## src/rtl/dmem_pkg.sv

```systemverilog
// Shared definitions for the data-memory arbiter: file-sequencer states and default widths.
package dmem_pkg;

    localparam int unsigned DEF_ADDR_W     = 10;
    localparam int unsigned DEF_DATA_W     = 32;
    localparam int unsigned DEF_STARVE_MAX = 4;

    typedef enum logic [1:0] {
        ST_IDLE = 2'd0,
        ST_LOAD = 2'd1,
        ST_DUMP = 2'd2
    } state_e;

endpackage

```

## src/rtl/dmem_prio_arbiter.sv

```systemverilog
// Fixed CPU-over-DMA priority with a DMA anti-starvation counter.
module dmem_prio_arbiter
    import dmem_pkg::*;
#(
    parameter int unsigned STARVE_MAX = DEF_STARVE_MAX
) (
    input  logic clk,
    input  logic reset,
    input  logic arb_en,
    input  logic cpu_req,
    input  logic dma_req,
    output logic cpu_gnt,
    output logic dma_gnt
);

    localparam int unsigned CNT_W = $clog2(STARVE_MAX + 1);
    localparam logic [CNT_W-1:0] CNT_MAX = CNT_W'(STARVE_MAX);

    logic [CNT_W-1:0] starve_cnt_q, starve_cnt_d;
    logic             starved;

    always_comb begin
        starved      = (starve_cnt_q == CNT_MAX);
        dma_gnt      = arb_en & dma_req & (starved | ~cpu_req);
        cpu_gnt      = arb_en & cpu_req & ~dma_gnt;
        starve_cnt_d = starve_cnt_q;
        // The count only measures CPU wins against a DMA that is actually waiting.
        if (!dma_req || dma_gnt) begin
            starve_cnt_d = '0;
        end else if (cpu_gnt && !starved) begin
            starve_cnt_d = starve_cnt_q + 1'b1;
        end
    end

    always_ff @(posedge clk) begin
        if (reset) begin
            starve_cnt_q <= '0;
        end else begin
            starve_cnt_q <= starve_cnt_d;
        end
    end

endmodule

```

## src/rtl/data_memory_arbiter.sv

```systemverilog
// Shares the single-port data memory between CPU and DMA ports and sequences file load/dump.
module data_memory_arbiter
    import dmem_pkg::*;
#(
    parameter int unsigned ADDR_W     = DEF_ADDR_W,
    parameter int unsigned DATA_W     = DEF_DATA_W,
    parameter int unsigned STARVE_MAX = DEF_STARVE_MAX
) (
    input  logic              CLK,
    input  logic              RESET,
    input  logic              cpu_req,
    input  logic              cpu_we,
    input  logic [ADDR_W-1:0] cpu_addr,
    input  logic [DATA_W-1:0] cpu_wdata,
    output logic              cpu_gnt,
    output logic              cpu_rvalid,
    output logic [DATA_W-1:0] cpu_rdata,
    input  logic              dma_req,
    input  logic              dma_we,
    input  logic [ADDR_W-1:0] dma_addr,
    input  logic [DATA_W-1:0] dma_wdata,
    output logic              dma_gnt,
    output logic              dma_rvalid,
    output logic [DATA_W-1:0] dma_rdata,
    input  logic              file_load,
    input  logic              file_dump,
    output logic              file_busy,
    output logic              file_done,
    output logic [ADDR_W-1:0] mem_addr,
    output logic [DATA_W-1:0] mem_data,
    output logic              mem_we,
    output logic              mem_read_file,
    output logic              mem_write_file,
    input  logic [DATA_W-1:0] mem_q
);

    state_e state_q, state_d;
    logic   pend_load_q, pend_load_d;
    logic   pend_dump_q, pend_dump_d;
    logic   file_done_q;
    logic   cpu_rvalid_q, dma_rvalid_q;
    logic   busy_raw;
    logic   arb_en;

    assign busy_raw = pend_load_q | pend_dump_q | (state_q != ST_IDLE);
    // A pending file op takes the whole IDLE cycle so the port grants stay out of its way.
    assign arb_en   = ~RESET & (state_q == ST_IDLE) & ~pend_load_q & ~pend_dump_q;

    dmem_prio_arbiter #(
        .STARVE_MAX(STARVE_MAX)
    ) u_prio (
        .clk    (CLK),
        .reset  (RESET),
        .arb_en (arb_en),
        .cpu_req(cpu_req),
        .dma_req(dma_req),
        .cpu_gnt(cpu_gnt),
        .dma_gnt(dma_gnt)
    );

    always_comb begin
        state_d     = state_q;
        pend_load_d = pend_load_q | (file_load & ~busy_raw);
        pend_dump_d = pend_dump_q | (file_dump & ~busy_raw);
        unique case (state_q)
            ST_IDLE: begin
                if (pend_load_q) begin
                    state_d     = ST_LOAD;
                    pend_load_d = 1'b0;
                end else if (pend_dump_q) begin
                    state_d     = ST_DUMP;
                    pend_dump_d = 1'b0;
                end
            end
            ST_LOAD, ST_DUMP: state_d = ST_IDLE;
            default:          state_d = ST_IDLE;
        endcase
    end

    always_ff @(posedge CLK) begin
        if (RESET) begin
            state_q      <= ST_IDLE;
            pend_load_q  <= 1'b0;
            pend_dump_q  <= 1'b0;
            file_done_q  <= 1'b0;
            cpu_rvalid_q <= 1'b0;
            dma_rvalid_q <= 1'b0;
        end else begin
            state_q      <= state_d;
            pend_load_q  <= pend_load_d;
            pend_dump_q  <= pend_dump_d;
            file_done_q  <= (state_q != ST_IDLE);
            cpu_rvalid_q <= cpu_gnt & ~cpu_we;
            dma_rvalid_q <= dma_gnt & ~dma_we;
        end
    end

    always_comb begin
        mem_addr = '0;
        mem_data = '0;
        mem_we   = 1'b0;
        if (cpu_gnt) begin
            mem_addr = cpu_addr;
            mem_data = cpu_wdata;
            mem_we   = cpu_we;
        end else if (dma_gnt) begin
            mem_addr = dma_addr;
            mem_data = dma_wdata;
            mem_we   = dma_we;
        end
    end

    // Registered outputs are masked during reset so nothing leaks out of the reset cycle.
    always_comb begin
        file_busy      = busy_raw & ~RESET;
        file_done      = file_done_q & ~RESET;
        mem_read_file  = (state_q == ST_LOAD) & ~RESET;
        mem_write_file = (state_q == ST_DUMP) & ~RESET;
        cpu_rvalid     = cpu_rvalid_q & ~RESET;
        dma_rvalid     = dma_rvalid_q & ~RESET;
        cpu_rdata      = cpu_rvalid ? mem_q : '0;
        dma_rdata      = dma_rvalid ? mem_q : '0;
    end

endmodule

```

## config.mk

```make
export PLATFORM = sky130hd
export DESIGN_NAME = data_memory_arbiter
export DESIGN_NICKNAME = d
export VERILOG_FILES = /design/src/rtl/dmem_pkg.sv /design/src/rtl/dmem_prio_arbiter.sv /design/src/rtl/data_memory_arbiter.sv
export SDC_FILE = /design/constraint.sdc
export NUM_CORES = 1
export LEC_CHECK = 0
export CORE_AREA = 3 3 92 94
export DETAILED_ROUTE_END_ITERATION = 10
export DIE_AREA = 0 0 95 97
export PLACE_DENSITY = 0.78
export SYNTH_ARGS = -nofsm -noshare
export SYNTH_HDL_FRONTEND = slang
export SYNTH_SLANG_ARGS = --single-unit
```

## constraint.sdc

```tcl
create_clock -name CLK -period 3.1 [get_ports CLK]
set_input_delay 0.93 -clock CLK [delete_from_list [all_inputs] [get_ports CLK]]
set_output_delay 0.93 -clock CLK [all_outputs]
set_load 0.005 [all_outputs]
```

After elaboration in Yosys (flattened, before gate mapping)
Cells that the tools add are included.
{ "word_totals": {"n_memories": 0, "ram_bits": 0, "input_bits": 124, "output_inout_bits": 115, "ff_bits": 10, "latchBits": 0, "rom_bits": 0, "word_cells": 68} }
{ "op_classes": {"div_mod_pow": 0, "bitwise_logic": 31, "reduce_logical": 10, "mul": 0, "add_sub_neg": 1, "shift": 0, "eq_ne": 3, "n_mux": 15, "n_lt_le_gt_ge": 0} }
{ "ops": {"columns": ["cell", "count"], "rows": [
  ["32-bit 2-to-1 mux", 4],
  ["10-bit 2-to-1 mux", 2],
  ["1-bit AND", 17],
  ["1-bit 2-to-1 mux", 9],
  ["1-bit inverter", 9],
  ["1-bit bitwise OR", 5],
  ["2-bit nonzero test", 2],
  ["2-bit OR reduction", 2],
  ["3-bit by 1-bit adder with 3-bit output (second input constant)", 1],
  ["3-bit == test (second input constant)", 1],
  ["3-bit OR reduction", 1],
  ["2-bit by 1-bit == test with 1-bit output (second input constant)", 1],
  ["2-bit == test (second input constant)", 1],
  ["1-bit logical NOT", 2],
  ["2-bit logical NOT", 1],
  ["1-bit logical AND", 1],
  ["1-bit logical OR", 1]
]} }

Logic depth before layout (Yosys ltp)
Gate-level depths: netlist of run 1.
{ "logic_depth": {"ltp_word": 9, "depth_mapped": 6, "ltp_nobuf": 5} }

By module
Synthesis of run 1 repeated with hierarchy kept, for this count alone.
{ "unflattened": {"cells_unflattened": 183, "hier_area_um2": 1462.7} }
{ "by_module_without_submodules": {"columns": ["mod", "cells_each", "area_each_um2", "instances"], "rows": [
  ["data_memory_arbiter", 158, 1261.2, 1],
  ["dmem_prio_arbiter", 25, 201.4, 1]
]} }

Worst setup path after synthesis of run 1
No wires, ideal clock.
{ "synth_path": {"path_kind": "input to output", "startpoint": "in RESET", "endpoint": "out mem_addr[3]", "arrival_time_ns": 2.153, "n_path_buf": 1, "required_time_ns": 2.170, "slack_ns": 0.017, "stages": 4, "path_cell_list": "or3b_1 -> a211oi_4 -> clkbuf_1 -> a22o_1"} }
{ "synth_between": {"elab_chain_cells": 9, "word_cells_on_any_way": 11} }
{ "synth_lines": {"columns": ["element", "line_no", "rtl"], "rows": [
  ["start: declaration", "data_memory_arbiter.sv:10", "input logic RESET,"],
  ["1-bit inverter (*)", "data_memory_arbiter.sv:47", "assign arb_en = ~RESET & (state_q == ST_IDLE) & ~pend_load_q & ~pend_dump_q;"],
  ["1-bit AND (*) (3 in a row)", "data_memory_arbiter.sv:47", null],
  ["1-bit AND (2 in a row)", "dmem_prio_arbiter.sv:24", "dma_gnt = arb_en & dma_req & (starved | ~cpu_req);"],
  ["1-bit inverter", "dmem_prio_arbiter.sv:25", "cpu_gnt = arb_en & cpu_req & ~dma_gnt;"],
  ["1-bit AND", "dmem_prio_arbiter.sv:25", null],
  ["10-bit 2-to-1 mux (*)", "data_memory_arbiter.sv:102", "if (cpu_gnt) begin"],
  ["end: declaration", "data_memory_arbiter.sv:29", "output logic [ADDR_W-1:0] mem_addr,"]
]} }
Every way passes the cells marked *; elsewhere a longest branch is shown, timed or not.

Worst setup path in the final report of run 1
{ "layout_path": {"startpoint": "in RESET", "endpoint": "out mem_data[30]"} }
{ "layout_between": {"elab_chain_cells": 9, "word_cells_on_any_way": 11} }
{ "layout_lines": {"columns": ["element", "line_no", "rtl"], "rows": [
  ["1-bit inverter (*)", "data_memory_arbiter.sv:47", null],
  ["1-bit AND (*) (3 in a row)", "data_memory_arbiter.sv:47", null],
  ["1-bit AND (2 in a row)", "dmem_prio_arbiter.sv:24", null],
  ["1-bit inverter", "dmem_prio_arbiter.sv:25", null],
  ["1-bit AND", "dmem_prio_arbiter.sv:25", null],
  ["32-bit 2-to-1 mux (*)", "data_memory_arbiter.sv:102", null],
  ["end: declaration", "data_memory_arbiter.sv:30", "output logic [DATA_W-1:0] mem_data,"]
]} }
Marked as above.

==> metrics.txt, run 1 <==
unrepaired setup endpoints after global routing=true; vias in the first global route=2561; # DRC=0; number of I/O port buffers=238; DP Cell Count=slightly above 500; register area share after synthesis=14.01%; H-tree depth=1; CP delay by family, top=buffers and inverters; GPL Wtd Cong=0.8695; status=finished, violations left; Post-DP HPWL=roughly 7000 um; CP Cell Sequence=buf_6 > or3b_4 > a211oi_4 > buf_6 > buf_6 > buf_12 > a22o_1 > buf_2; diodes inserted=0; Post-synth ARST share=0%; Hold Crit Class=register to register; largest net degree at the start of global routing=22; CTS buffer count=3; die area=0.009215 mm2; Initial Utilization=between 15 and 20%; Crit path top cell by count=buf_6; Max Freq=0.3129 GHz; total power=around 0.0008 W; DRT iter0 DRCs=42; total core area=0.007727 mm2; num ports=239; Worst path max stage delay=around 0.38 ns; routed via count=2456; Die Wd=95 um; area grow syn2layout=208.7%; DR pass1 iterations=6; number of hold buffers added after cts=0; synth unique cells=31; PnR worst setup slack=-0.09596 ns; share of layout cells above drive strength 1=22.27%; Wirelength per Cell=~18 um; # setup viols final=35; Cell Area, Placed=0.003969 mm2; main flop type after synthesis=dfxtp_1; Syn. warnings=0; worst hold slack=0.4990 ns; total gr overflow=0; failing checks=setup timing; Slew @ Worst Pin=around 0.37 ns; routed vias/inst=4.457; Mapped Area=around 0.0014 mm2; syn avg cell area=~7.8 um2; CTS root buffer=clkbuf_8; Fin. Hold Viols=0; Max Slew Vio Count=0; CP startpoint=RESET; Post-synth EDFFs=0; Yosys reg bits=10; Pleak=2.895 nW; initial antenna violation count=1; Cells after Synth=between 150 and 200; Power Density=177.8 mW/mm2; setup TNS=-1.816 ns; kind of critical path=input port to output port; Post-Syn Nets=310; first-pass GRT wire length=14380 um; Rel. slew slack=74.90%; clock transition at the registers of the reported paths=0.05 ns; CP Max Fanout=3; post-route cell area=0.004410 mm2; CTS tree=done; antenna viol nets, final=0; critical hold path startpoint=u_prio.starve_cnt_q[0]$_SDFFE_PP0P_; GRT Util Overall=20.04%; reg2reg start=u_prio.starve_cnt_q[0]$_SDFFE_PP0P_; maximum VDD drop=0.0001845 V; Buf/Inv on CP=5; crit path DAT=about 2.3 ns; WL final=9929 um; maxcap violations=0; Final min period=3.196 ns; final cell count without fillers=551; Critical Path RT=2.17 ns; Die Height=97 um; final period utilization=103.1%; CP startpoint kind=input port; fin nets=576; CTS max path bufs=2; Worst-Skew Late Latency=0.23 ns; CP max-delay cell=or3b_4; crit path capture type=output port; row count=32; Setup Skew=0.0005880 ns; clock sinks=10
cells in the final DEF, fill, tap and decap left out, drive strengths merged, types with 3 or more instances in the layout:
cell type	instances
clkbuf	6
buf	86
inv	3
clkdlybuf4s50	127
nor3	4
a21oi	3
dfxtp	10
a22o	42
dlymetal6s2s	57
and2	66
dlygate4sd2	7
nor2	5
nor2b	7
cell usage after synthesis (2+ instances only):
cell / number / area, um2
o21ai_0: 2 / 10.01
o31ai_1: 2 / 15.01
nor3_1: 3 / 15.01
buf_6: 6 / 67.56
inv_1: 3 / 11.26
dfxtp_1: 10 / 200.2
nor4_1: 2 / 12.51
ha_1: 2 / 25.02
a22o_1: 42 / 367.9
nor2_1: 5 / 18.77
nor2b_1: 7 / 43.79
a21oi_1: 3 / 15.01
buf_2: 2 / 10.01
clkbuf_1: 10 / 37.54
nand4_1: 2 / 12.51
nor3b_1: 2 / 15.01
nand2_1: 2 / 7.510
and2_1: 66 / 412.9
where the power goes:
part / switching (W) / internal, W / leakage (nW)
Clock: 0.0000503 / 0.000112 / 0.0288
Sequential: 0.00000713 / 0.000136 / 0.0814
Combinational: 0.000160 / 0.000320 / 2.78
stage by stage:
step,utilization (%),worst slack (ns)
3_3_place_gp,51.36,-0.8542
5_1_grt,57.08,-0.1652
3_5_place_dp,51.36,-0.8658
2_1_floorplan,-,0.01737
6_report,57.08,-0.09596
4_1_cts,56.53,-0.2969
what timing repair did:
action | 4_1_cts | 5_1_grt
buffers inserted | 22 | 4
resized for setup | 217 | 69
endpoints found under the setup margin | 115 | 104
pin swaps | 32 | 10
cloned | 11 | 0
final timing paths:
| check | endpoint | slack, ns | cells past startpoint |
|---|---|---|---|
| worst max register to register | cpu_rvalid_q$_SDFF_PP0_ | 1.26 | 9 |
| worst min-delay path | u_prio.starve_cnt_q[0]$_SDFFE_PP0P_ | 0.50 | 2 |
| worst max-delay path | mem_data[30] | -0.1 | 8 |
| worst min register to register | u_prio.starve_cnt_q[0]$_SDFFE_PP0P_ | 0.50 | 2 |
final cells by class:
class	instances	area, um2
timing repair buffer	279	2889
fill	696	3317
clock buffer	4	55.05
sequential	10	200.2
multi-input combinational	153	1127
tap	102	127.6
inverter	3	11.26
tightest hold or removal path: cells and delay by family (launching register included):
kind | cells | cell delay (ns)
DFF | 1 | 0.32
AOI/OAI and AO/OA | 2 | 0.13
kinds of logic after synthesis:
group                      after synthesis  synth area share (%)
AOI/OAI and AO/OA                       54                 32.14
muxes                                    1                0.7006
buffers and inverters                   21                 8.844
and+or+nand+nor                         96                 42.56
adders and majority gates                2                 1.751
DFF                                     10                 14.01
per-layer routing:
layer / track usage (%) / wire, um / vias up
li1: - / - / 1193
met4: 3.774 / 130 / 2
met1: 22.62 / 3814 / 1110
met5: 0 / 13 / -
met2: 37.69 / 5097 / 139
met3: 4.510 / 873 / 12
registers in the layout (all words and copies together), names as in the netlist:
| name | flops |
|---|---|
| cpu_rvalid_q | 1 |
| dma_rvalid_q | 1 |
| u_prio.starve_cnt_q | 3 |
| pend_dump_q | 1 |
| state_q | 2 |
| file_done_q | 1 |
| pend_load_q | 1 |
No activity file was read; power rests on OpenSTA's default activity.
==> inputs of run 2 (changes only) <==
--- a/config.mk
+++ b/config.mk
@@ -5,10 +5,10 @@
 export SDC_FILE = /design/constraint.sdc
 export NUM_CORES = 1
 export LEC_CHECK = 0
-export CORE_AREA = 3 3 92 94
+export CORE_AREA = 3 3 91 93
 export DETAILED_ROUTE_END_ITERATION = 10
-export DIE_AREA = 0 0 95 97
-export PLACE_DENSITY = 0.78
+export DIE_AREA = 0 0 94 96
+export PLACE_DENSITY = 0.77
 export SYNTH_ARGS = -nofsm -noshare
 export SYNTH_HDL_FRONTEND = slang
 export SYNTH_SLANG_ARGS = --single-unit
==> constraint.sdc (replaced) <==
create_clock -name CLK -period 3.9 [get_ports CLK]
set_input_delay 1.17 -clock CLK [delete_from_list [all_inputs] [get_ports CLK]]
set_output_delay 1.17 -clock CLK [all_outputs]
set_load 0.005 [all_outputs]
==> metrics.txt, run 2 (same netlist as run 1, synthesis figures left out) <==
status=finished, final reports clean; diodes inserted=0 (unchanged); commonest non-fill, non-tap cell in the layout=clkdlybuf4s50_1; Post-DP HPWL=7396 um (+5.4%); CTS buffer count=3 (unchanged); Final min period=roughly 3.8 ns; Die Height=96 um (-1.0%); CTS tree=done; post-route cell area=0.004233 mm2 (-4.0%); reg-to-reg slack, setup=2.07 ns (+0.81 ns); clock sinks=10 (unchanged); Hold Crit Class=register to register; Power Density=151.8 mW/mm2 (-15%); Slew @ Worst Pin=0.4475 ns (+0.07488 ns); Internal Power=0.0004649 W (-18%); maximum VDD drop=0.0001362 V (-26%); switching power=0.0001775 W (-18%); Switching Fraction=27.64% (-0.059 points); total core area=0.007607 mm2 (-1.6%); Filler Cell Count=695 (-0.14%); fin nets=564 (-2.1%); Hold EP=u_prio.starve_cnt_q[0]$_SDFFE_PP0P_; crit path DAT=2.66 ns (+0.39 ns); kind of critical path=input port to output port; Initial Utilization=18.78% (+0.29 points); Setup Skew=0.003360 ns (+0.002772 ns); CP startpoint kind=input port; sequential power share=17.9% (-0.3 points); GRT Util Overall=19.54% (-0.51 points); part of the power in combinational logic=61.9% (+0.7 points); vias in the first global route=2436 (-4.9%); antenna viol nets, final=0 (unchanged); initial antenna violation count=0 (-1); reg2reg start=u_prio.starve_cnt_q[0]$_SDFFE_PP0P_; DRT iter0 DRCs=62 (+48%); unrepaired setup endpoints after global routing=false; final period utilization=98.13%; routed vias/inst=4.570 (+2.5%); CTS max path bufs=2 (unchanged); GPL Wtd Cong=0.8082 (-7.1%); Clock power frac=20.3% (-0.3 points); Reg with most FFs=u_prio.starve_cnt_q; share of layout cells above drive strength 1=17.39% (-4.9 points); DR pass1 iterations=4 (-2); worst hold slack=0.5063 ns (+0.007210 ns); num ports=239 (unchanged); routed via count=2463 (+0.29%); number of flip-flops under the largest register name=3 (unchanged); CTS root buffer=clkbuf_8; worst r2r dst=cpu_rvalid_q$_SDFF_PP0_; H-tree depth=1 (unchanged); maxcap violations=0 (unchanged); number of I/O port buffers=238 (unchanged); Wirelength per Cell=17.81 um (-1.2%); WL final=9601 um (-3.3%); critical hold path startpoint=u_prio.starve_cnt_q[0]$_SDFFE_PP0P_; Rel. slew slack=69.85% (-5.0 points); number of hold buffers added after cts=0 (unchanged); largest net degree at the start of global routing=34 (+55%); CP Max Fanout=5 (+2); Largest regs=u_prio.starve_cnt_q (3), state_q (2); Worst-Skew Late Latency=0.24 ns (about the same); total power=0.0006424 W (-18%); Cell Area, Placed=0.003941 mm2 (-0.69%); Fin. Hold Viols=0 (unchanged); WHS Path Cells=2 (unchanged); area grow syn2layout=196.2%; Pleak=1.735 nW (-40%); Max Slew Vio Count=0 (unchanged); total gr overflow=0 (unchanged); fin util=55.64% (-1.4 points); crit path capture type=output port; DP Cell Count=515 (-0.58%); Max Freq=0.2613 GHz; first-pass GRT wire length=13470 um (-6.3%); Die Wd=94 um (-1.1%); # setup viols final=0 (-100%); clock transition at the registers of the reported paths=0.05 ns (about the same); final cell count without fillers=539 (-2.2%); highest-count cells in the layout ignoring fill and taps=clkdlybuf4s50_1 (191), and2_1 (66), a22o_1 (42); Critical Path RT=2.73 ns (+0.56 ns); # DRC=0 (unchanged); R2R cell count=9 (unchanged); die area=0.009024 mm2 (-2.1%); row count=32 (unchanged)
-- run 2: repair_timing --
item,in CTS,in global routing
cloned,8,0
gates resized for setup,174,0
setup buffers,13,0
pin swaps,10,1
endpoints found under the setup margin,109,9
-- run 2: power groups by stage --
stage / clock network [W] / registers (W) / logic, W
after floorplan: 0 / 0.000113 / 0.000111
after global placement: 0 / 0.000116 / 0.000346
after detailed placement: 0 / 0.000117 / 0.000349
after CTS: 0.000133 / 0.000115 / 0.000399
after global routing: 0.000140 / 0.000116 / 0.000424
final: 0.000130 / 0.000115 / 0.000397
-- run 2: critical path: stages --
cell and delay [ns]:
buf_2 0.11, or3b_4 0.40, a211oi_4 0.22, buf_6 0.14
buf_6 0.09, buf_12 0.11, buf_16 0.11, a22o_1 0.17
buf_2 0.15
-- run 2: metrics by stage --
| step | setup slack [ns] | setup TNS [ns] |
|---|---|---|
| final | 0.07282 | 0 |
| after global routing | 0.01880 | 0 |
| after CTS | 0.03754 | 0 |
| after detailed placement | -0.5573 | -28.28 |
| after global placement | -0.5323 | -26.33 |
| after floorplan | 0.3374 | 0 |
-- run 2: worst max-delay path by stage --
| stage | endpoint | slack, ns | cells past startpoint | from |
|---|---|---|---|---|
| after global routing | mem_data[4] | 0.02 | 8 | RESET |
| after CTS | mem_data[9] | 0.04 | 8 | RESET |
| after floorplan | mem_addr[3] | 0.34 | 4 | RESET |
| final | mem_data[28] | 0.07 | 9 | RESET |
| after detailed placement | mem_addr[0] | -0.56 | 6 | cpu_req |
| after global placement | mem_addr[4] | -0.53 | 6 | cpu_req |
-- run 2: layout make-up --
| cell class | instances | area, um2 | area share (%) |
|---|---|---|---|
| repair buffers | 267 | 2734 | 64.59 |
| multi-input cells | 153 | 1105 | 26.10 |
| well taps | 102 | 127.6 | 3.015 |
| flip-flops and latches | 10 | 200.2 | 4.730 |
| clock buffers | 4 | 55.05 | 1.301 |
| inverters | 3 | 11.26 | 0.2660 |
-- run 2: routing by layer --
layer  wire length (um)  GRT usage (%)
met1               3476          22.60
met4                 27          1.805
met2               5214          37.67
met5                  0              0
met3                883          4.535
